File: src/rtl/display_pkg.sv
// display_pkg: shared constants and FSM encoding for the display share arbiter
package display_pkg;
   localparam int DIGITS = 4;
   localparam logic [3:0] BLANK_CODE = 4'hF;
   typedef enum logic [1:0] {IDLE, DWELL, OWN} state_t;
endpackage

File: src/rtl/display_share_arbiter_rr_pick.sv
// rr_pick: combinational round-robin search over req starting at ptr, optionally skipping owner
module rr_pick #(
   parameter int NREQ = 3,
   parameter int IW = NREQ > 1 ? $clog2(NREQ) : 1
) (
   input  logic [NREQ-1:0] req,
   input  logic [IW-1:0]   ptr,
   input  logic [IW-1:0]   owner,
   input  logic            excl,
   output logic            valid,
   output logic [IW-1:0]   idx
);
   int j;
   always_comb begin
      valid = 1'b0;
      idx = '0;
      j = 0;
      // walk backwards so the hit closest to ptr is written last and wins
      for (int k = NREQ - 1; k >= 0; k--) begin
         j = (int'(ptr) + k) % NREQ;
         if (req[j] && !(excl && j == int'(owner))) begin
            valid = 1'b1;
            idx = IW'(j);
         end
      end
   end
endmodule

File: src/rtl/display_share_arbiter.sv
// display_share_arbiter: round-robin owner of the 4-digit display with minimum dwell and blink
module display_share_arbiter
   import display_pkg::*;
#(
   parameter int NREQ = 3,
   parameter int MIN_DWELL = 100_000_000,
   parameter int BLINK_HALF = 25_000_000,
   parameter logic [3:0] BLANK = BLANK_CODE
) (
   input  logic                 clk,
   input  logic                 rst,
   input  logic [NREQ-1:0]      req,
   input  logic [16*NREQ-1:0]   data,
   input  logic [NREQ-1:0]      blink,
   output logic [NREQ-1:0]      grant,
   output logic [3:0]           digit0,
   output logic [3:0]           digit1,
   output logic [3:0]           digit2,
   output logic [3:0]           digit3,
   output logic                 busy
);
   localparam int IW = NREQ > 1 ? $clog2(NREQ) : 1;
   localparam int DW = MIN_DWELL > 1 ? $clog2(MIN_DWELL) : 1;
   localparam int BW = BLINK_HALF > 1 ? $clog2(BLINK_HALF) : 1;
   state_t state, state_n;
   logic [IW-1:0] owner, ptr, pick_idx;
   logic [DW-1:0] dwell_cnt;
   logic [BW-1:0] blink_cnt;
   logic phase, phase_n, pick_valid, decide, take, blink_on, blank_out;
   logic [15:0] slices [NREQ];
   rr_pick #(.NREQ(NREQ), .IW(IW)) u_pick (
      .req(req),
      .ptr(ptr),
      .owner(owner),
      .excl(state != IDLE),
      .valid(pick_valid),
      .idx(pick_idx)
   );
   // the last dwell cycle already applies the OWN rules so each grant lasts exactly MIN_DWELL cycles
   always_comb begin
      for (int i = 0; i < NREQ; i++) slices[i] = data[16*i +: 16];
      decide = state == OWN || (state == DWELL && dwell_cnt == DW'(MIN_DWELL - 1));
      take = pick_valid && (state == IDLE || decide);
      state_n = take ? DWELL : (state == IDLE || !decide) ? state : req[owner] ? OWN : IDLE;
      blink_on = state != IDLE && blink[owner];
      phase_n = (take || !blink_on) ? 1'b1 : (blink_cnt == BW'(BLINK_HALF - 1)) ? ~phase : phase;
      blank_out = state == IDLE || state_n == IDLE || !phase_n;
   end
   always_ff @(posedge clk or posedge rst) begin
      if (rst) begin
         state <= IDLE;
         grant <= '0;
         owner <= '0;
         ptr <= '0;
         dwell_cnt <= '0;
         blink_cnt <= '0;
         phase <= 1'b1;
         busy <= 1'b0;
         {digit3, digit2, digit1, digit0} <= {DIGITS{BLANK}};
      end else begin
         state <= state_n;
         busy <= state_n != IDLE;
         phase <= phase_n;
         blink_cnt <= (take || !blink_on || blink_cnt == BW'(BLINK_HALF - 1)) ? '0 : blink_cnt + 1'b1;
         if (take) begin
            grant <= NREQ'(1) << pick_idx;
            owner <= pick_idx;
            ptr <= (pick_idx == IW'(NREQ - 1)) ? '0 : pick_idx + 1'b1;
            dwell_cnt <= '0;
         end else begin
            if (state_n == IDLE) grant <= '0;
            if (state == DWELL) dwell_cnt <= dwell_cnt + 1'b1;
         end
         {digit3, digit2, digit1, digit0} <= blank_out ? {DIGITS{BLANK}} : slices[owner];
      end
   end
endmodule

File: config.mk
export PLATFORM = sky130hd
export DESIGN_NAME = display_share_arbiter
export DESIGN_NICKNAME = d
export VERILOG_FILES = /design/src/rtl/display_pkg.sv /design/src/rtl/display_share_arbiter_rr_pick.sv /design/src/rtl/display_share_arbiter.sv
export SDC_FILE = /design/constraint.sdc
export NUM_CORES = 1
export LEC_CHECK = 0
export BUFFER_PORTS_ARGS = -buffer_cell sky130_fd_sc_hd__buf_2
export CORE_MARGIN = 2
export CORE_UTILIZATION = 30
export DETAILED_ROUTE_END_ITERATION = 6
export PLACE_DENSITY_LB_ADDON = 0.15
export SETUP_SLACK_MARGIN = 0.2
export SLEW_MARGIN = 10
export SYNTH_ARGS = -nofsm -noshare
export SYNTH_HDL_FRONTEND = slang
export SYNTH_SLANG_ARGS = --single-unit
File: constraint.sdc
create_clock -name clk -period 4.4 [get_ports clk]
set_input_delay 0.66 -clock clk [delete_from_list [all_inputs] [get_ports clk]]
set_output_delay 0.66 -clock clk [all_outputs]
set_load 0.05 [all_outputs]
==> results of run 1 <==
-- final cells by class --
class | count | area, um2 | share of cell area [%]
clock buffer | 10 | 239.0 | 4.519
inverter | 14 | 53.80 | 1.017
multi-input combinational | 343 | 2282 | 43.15
clock inverter | 6 | 72.57 | 1.372
tap | 184 | 230.2 | 4.353
sequential | 79 | 1998 | 37.78
timing repair buffer | 80 | 412.9 | 7.807
-- kinds of logic after synthesis --
family / after synthesis / synth area share [%]
AOI/OAI and AO/OA: 46 / 8.702
xor gates and xnor gates: 53 / 10.52
adders and majority gates: 11 / 3.118
buffers and inverters: 35 / 3.288
DFF: 79 / 45.27
muxes: 23 / 5.697
and+or+nand+nor: 210 / 23.41
-- timing repair --
item                       4_1_cts  5_1_grt
gates resized for setup          0        1
setup endpoints to repair        0        2
hold endpoints to repair         0        0
-- critical path: cells and delay by family, from the launching register on --
family / cells / cell delay (ns)
AO/OA/AOI/OAI: 3 / 0.93
flip-flops: 1 / 0.44
buffers and inverters: 2 / 0.40
AND/OR/NAND/NOR: 4 / 1.09
adder cells (fa/ha/maj): 2 / 0.73
-- power groups by stage --
| stage | sequential (W) | clock, W | combinational (W) |
|---|---|---|---|
| 4_1_cts | 0.000886 | 0.000808 | 0.000335 |
| 6_report | 0.000886 | 0.000784 | 0.000330 |
| 3_3_place_gp | 0.000894 | 0 | 0.000329 |
| 3_5_place_dp | 0.000898 | 0 | 0.000332 |
| 2_1_floorplan | 0.000936 | 0 | 0.000193 |
| 5_1_grt | 0.000898 | 0.000845 | 0.000372 |
-- placed cells by master, fill, tap and decap left out, types with 6 or more instances in the layout --
cell type / n
a221oi_1: 16
buf_2: 75
clkbuf_16: 9
dfrtp_1: 62
dfstp_2: 17
ha_1: 11
inv_1: 12
mux2_2: 16
mux2i_1: 6
nand2_1: 41
nand3_1: 35
nand4_1: 17
nor2_1: 64
nor3_1: 8
nor4_1: 7
xnor2_1: 20
xor2_1: 33
-- final timing paths --
check | to | slack (ns)
max in group asynchronous | dwell_cnt[21] | 3.02
min in group clk | grant[0] | 0.51
worst min-delay path | blink_cnt[4] | 0.45
worst min register to register | grant[0] | 0.51
worst max register to register | state[1] | 0.71
worst max-delay path | state[1] | 0.71
-- metal layers --
metal | up-vias | track usage [%] | share of wire, %
li1 | 1751 | - | -
met1 | 1755 | 18.66 | 49
met4 | 0 | 3.725 | 0.98
met2 | 33 | 22.60 | 48
met5 | - | 0 | 0
met3 | 7 | 3.594 | 2.4
-- per-stage QoR --
step / setup slack [ns] / total power [W] / hold WS [ns]
6_report: 0.7089 / 0.002000 / 0.4485
5_1_grt: 0.3727 / 0.002116 / 0.5267
4_1_cts: 0.4852 / 0.002028 / 0.4851
3_5_place_dp: 0.4839 / 0.001230 / 0.5074
3_3_place_gp: 0.6439 / 0.001223 / 0.5028
2_1_floorplan: 1.238 / 0.001129 / 0.4797
-- sequential cells by signal (all words and copies together), names as in the netlist --
signal,flops
dwell_cnt,27
blink_cnt,25
digit0,4
digit1,4
digit2,4
digit3,4
grant,3
owner,2
ptr,2
state,2
busy,1
phase,1
==> impl_metrics.env, run 1 <==
export IMPL_power_leakage_nw=2.237
export IMPL_end_kind="flop"
export IMPL_clk_path_buf_depth=2
export IMPL_clock_skew_ns=0.009710
export IMPL_worst_pin_slew_ns=0.8175
export IMPL_finalCriticalPeriod_ns=3.691
export IMPL_fin_crit_sh_pct=83.89
export IMPL_cts_buffers=9
export IMPL_antenna_found_initial=0
export IMPL_place_area_um2=4969
export IMPL_crit_chain="inv_1 > ha_1 > nor2b_1 > nand2_1 > ha_1 > o32a_1 > or4_1 > a311oi_4 > nor2_2 > buf_4 > a211oi_1"
export IMPL_clkTransAtPathRegs_ns=0.07
export IMPL_grt_remaining_overflow=0
export IMPL_synth_fp_nets=524
export IMPL_grt_pass1_wl_um=17890
export IMPL_worstHoldPathType="in -> async"
export IMPL_area_growth_pct=19.81
export IMPL_fmax_mhz=270.9
export IMPL_worst_setup_path_start_kind="flop"
export IMPL_rsz0062_at_grt="no"
export IMPL_r2r_cells=11
export IMPL_status="completed"
export IMPL_via_per_inst=4.953
export IMPL_worstPathRequired_ns=4.65
export IMPL_synthTopCellsByArea="dfrtp_1, dfstp_2, xor2_1"
export IMPL_setup_viol=0
export IMPL_fin_nets=594
export IMPL_slowest_delay_ns=0.60
export IMPL_htreeDepth=3
export IMPL_syn_inst=457
export IMPL_power_share_switching_pct=29.88
export IMPL_hold_buffers=0
export IMPL_seq_area_frac_synth_pct=45.27
export IMPL_cp_arrival_ns=3.94
export IMPL_stdcell_count=716
export IMPL_p_switching_w=0.0005974
export IMPL_pwr_share_seq_pct=44.3
export IMPL_cellInternalPower_w=0.001402
export IMPL_rows=44
export IMPL_drive_gt1_share_pct=25.94
export IMPL_cap_viol_max_count=0
export IMPL_ys_warn_count=0
export IMPL_vias=3546
export IMPL_p_comb_share_pct=16.5
export IMPL_synth_top_area_cell="dfrtp_1"
export IMPL_die_h_um=125.3
export IMPL_final_setup_tns_ns=0
export IMPL_cp_common_cell="ha_1"
export IMPL_wl_um=10430
export IMPL_yosysUniqueCellTypes=54
export IMPL_worst_path_max_delay_cell="or4_1"
export IMPL_clkPwrFrac_pct=39.2
export IMPL_cts_root_buf="clkbuf_16"
export IMPL_die_w_um=125.3
export IMPL_ys_flop_type="dfrtp_1"
export IMPL_critical_path_startpoint="ptr[0]"
export IMPL_synth_seq_cells=79
export IMPL_post_cts_buffers=0
export IMPL_criticalPathCategory="reg -> reg"
export IMPL_synth_edff_count=0
export IMPL_drc=0
export IMPL_slew_violations=0
export IMPL_vdd_drop_max_v=0.0001968
export IMPL_timing_rr_start="ptr[0]"
export IMPL_grt_pass1_vias=3558
export IMPL_p_per_area_nw_per_um2=378.1
export IMPL_finalHoldViolCount=0
export IMPL_track_usage_pct=13.97
export IMPL_core_area_um2=14480
export IMPL_critPathMaxFanout=20
export IMPL_io_buffers=75
export IMPL_dp_hpwl_um=7405
export IMPL_drt_iter0_markers=162
export IMPL_cts_sinks=79
export IMPL_fin_util_pct=36.53
export IMPL_drtPass1Iterations=4
export IMPL_antenna_cells=0
export IMPL_ios=76
export IMPL_synthTopCellsByCount="nor2_1, dfrtp_1, nand2_1"
export IMPL_final_cell_area_um2=5289
export IMPL_max_slew_margin_pct=45.43
export IMPL_avgSynthCellArea_um2=9.659
export IMPL_dp_cells=700
export IMPL_worstSkewPairLatency_ns=0.34
export IMPL_synth_area_um2=4414
export IMPL_gp_congestion=0.8213
export IMPL_start_util_pct=30.49
export IMPL_fillers=1499
export IMPL_final_antenna_net_count=0
export IMPL_grt_max_degree=49
export IMPL_synth_top_cell_area_share_pct=35.15
export IMPL_die_area_um2=15700
export IMPL_yosys_cell_count_top_type="nor2_1"
export IMPL_post_drt_wl_per_cell_um=14.56
export IMPL_synthArstFlopShare_pct=100.0
export IMPL_cts_tree="done"
Note: power is estimated with default switching activity, not from simulation.
==> run 2: changes to the inputs <==
==> constraint.sdc (replaced) <==
create_clock -name clk -period 3.7 [get_ports clk]
set_input_delay 0.555 -clock clk [delete_from_list [all_inputs] [get_ports clk]]
set_output_delay 0.555 -clock clk [all_outputs]
set_load 0.05 [all_outputs]
==> run 2 against run 1 <==
Total power increased by 13%. Final cell count rose by 0.98%. Count of clock-buffer cells in the layout increased by 2. Sequential cell count did not move. Maximum frequency up 13%. Worst hold slack lost 0.15 ns. Sequential share of layout area is 0.20 points lower. Critical endpoint is now blink_cnt[0].
==> impl_metrics.env, run 2 (synthesis results as in run 1) <==
export IMPL_status="completed"
export IMPL_final_setup_tns_ns=0
export IMPL_worstPathRequired_ns=3.94
export IMPL_end_kind="flop"
export IMPL_setup_viol=0
export IMPL_fin_crit_sh_pct=88.36
export IMPL_ff2ff_setup_slack_ns=0.43
export IMPL_worst_setup_path_start_kind="flop"
export IMPL_track_usage_pct=13.99
export IMPL_fin_util_pct=36.77
export IMPL_grt_pass1_vias=3571
export IMPL_seq_area_um2=2001
export IMPL_vdd_drop_max_v=0.0002180
export IMPL_total_power_w=0.002267
export IMPL_timing_rr_start="ptr[0]"
export IMPL_multi_input_area_um2=2288
export IMPL_worstHoldPathType="in -> async"
export IMPL_vias=3583
export IMPL_slowest_delay_ns=0.46
export IMPL_wl_um=10470
export IMPL_area_growth_pct=20.61
export IMPL_post_drt_wl_per_cell_um=14.48
export IMPL_grt_remaining_overflow=0
export IMPL_drive_gt1_share_pct=27.27
export IMPL_grt_max_degree=45
export IMPL_io_buffers=75
export IMPL_largest_reg_flops=27
export IMPL_path_buf_inv=3
export IMPL_clk_path_buf_depth=2
export IMPL_worstSkewPairLatency_ns=0.34
export IMPL_place_area_um2=5026
export IMPL_ios=76
export IMPL_antenna_cells=0
export IMPL_gp_congestion=0.7792
export IMPL_worst_pin_slew_ns=0.7064
export IMPL_fmax_mhz=305.9
export IMPL_die_area_um2=15700
export IMPL_fin_nets=601
export IMPL_cp_arrival_ns=3.51
export IMPL_fin_ws_ns=0.4307
export IMPL_finalCriticalPeriod_ns=3.269
export IMPL_critPathTopFamily="simple AND/OR/NAND/NOR gates"
export IMPL_layout_commonest_cell="buf_2"
export IMPL_drt_iter0_markers=118
export IMPL_die_h_um=125.3
export IMPL_hold_buffers=0
export IMPL_max_slew_margin_pct=52.86
export IMPL_cts_sinks=79
export IMPL_pre_cts_ws_ns=0.2520
export IMPL_critPathMaxFanout=25
export IMPL_rsz0062_at_grt="no"
export IMPL_dp_hpwl_um=7610
export IMPL_start_util_pct=30.49
export IMPL_finalHoldViolCount=0
export IMPL_antenna_found_initial=0
export IMPL_fillers=1521
export IMPL_worst_path_max_delay_cell="or3_1"
export IMPL_drc=0
export IMPL_final_cell_area_um2=5324
export IMPL_core_area_um2=14480
export IMPL_cts_tree="done"
export IMPL_criticalPathCategory="reg -> reg"
export IMPL_cts_root_buf="clkbuf_16"
export IMPL_cts_buffers=9
export IMPL_grt_pass1_wl_um=17960
export IMPL_crit_chain="inv_1 > ha_1 > nor2b_1 > nand2_1 > ha_1 > o32a_1 > or3_1 > a311oi_4 > buf_4 > o211ai_2 > buf_6 > nor3b_1"
export IMPL_htreeDepth=3
export IMPL_most_common_layout_cells="buf_2, nor2_1, dfrtp_1, nand2_1, nand3_1"
export IMPL_p_per_area_nw_per_um2=425.7
export IMPL_via_per_inst=4.956
export IMPL_clkTransAtPathRegs_ns=0.06
export IMPL_critical_path_startpoint="ptr[0]"
export IMPL_drtPass1Iterations=4
export IMPL_power_leakage_nw=2.245
export IMPL_cap_viol_max_count=0
export IMPL_cp_common_cell="ha_1"
export IMPL_rows=44
export IMPL_slew_violations=0
export IMPL_reg_largest_list="dwell_cnt: 27 flops, blink_cnt: 25 flops"
export IMPL_clock_skew_ns=0.007802
export IMPL_max_flop_register="dwell_cnt"
export IMPL_die_w_um=125.3
export IMPL_final_antenna_net_count=0
[run 2: cell types whose count changed in the layout (fill, tap and decap cells not counted), moves of 2 or more]
cell,before,now
clkbuf_1,0,2
buf_4,5,10
clkinv_2,2,4
dfrtp_1,62,60
inv_6,3,0
dfrtp_2,0,2
[run 2: through the flow]
stage          hold WS, ns  cells
4_1_cts             0.3138    722
5_1_grt             0.3401    723
2_1_floorplan       0.4797    457
3_3_place_gp        0.5045    706
6_report            0.3014    723
3_5_place_dp        0.5050    706
[run 2: report_power, final]
part           switching, W  total (W)  internal [W]
Clock              0.000339   0.000808      0.000469
Sequential        0.0000905    0.00106      0.000965
Combinational      0.000243   0.000403      0.000160
Total              0.000673    0.00227       0.00159
[run 2: repair_timing]
action	CTS	global route
resized for setup	0	6
endpoints found under the setup margin	0	42
hold endpoints to repair	0	0
buffers inserted	0	1
[run 2: worst paths after layout]
check / end / cells past startpoint
max reg2reg: blink_cnt[0] / 12
max in group asynchronous: digit3[2] / 3
min: blink_cnt[3] / 2
min reg2reg: grant[2] / 2
min in group clk: digit1[3] / 3
max: blink_cnt[0] / 12
[run 2: cell type report]
cell class | count | share of cell area (%)
Inverter | 14 | 1.011
Sequential cell | 79 | 37.58
Timing Repair Buffer | 87 | 9.048
Multi-Input combinational cell | 343 | 42.98
Clock buffer | 12 | 4.630
Tap cell | 184 | 4.324
Clock inverter | 4 | 0.4230
[run 2: per-layer routing]
| layer | vias up | part of all wire [%] | GRT usage, % |
|---|---|---|---|
| met1 | 1764 | 47 | 18.66 |
| li1 | 1768 | - | - |
| met3 | 14 | 1.4 | 2.439 |
| met4 | 0 | 1.8 | 5.948 |
| met5 | - | 0 | 0 |
| met2 | 37 | 50 | 22.44 |
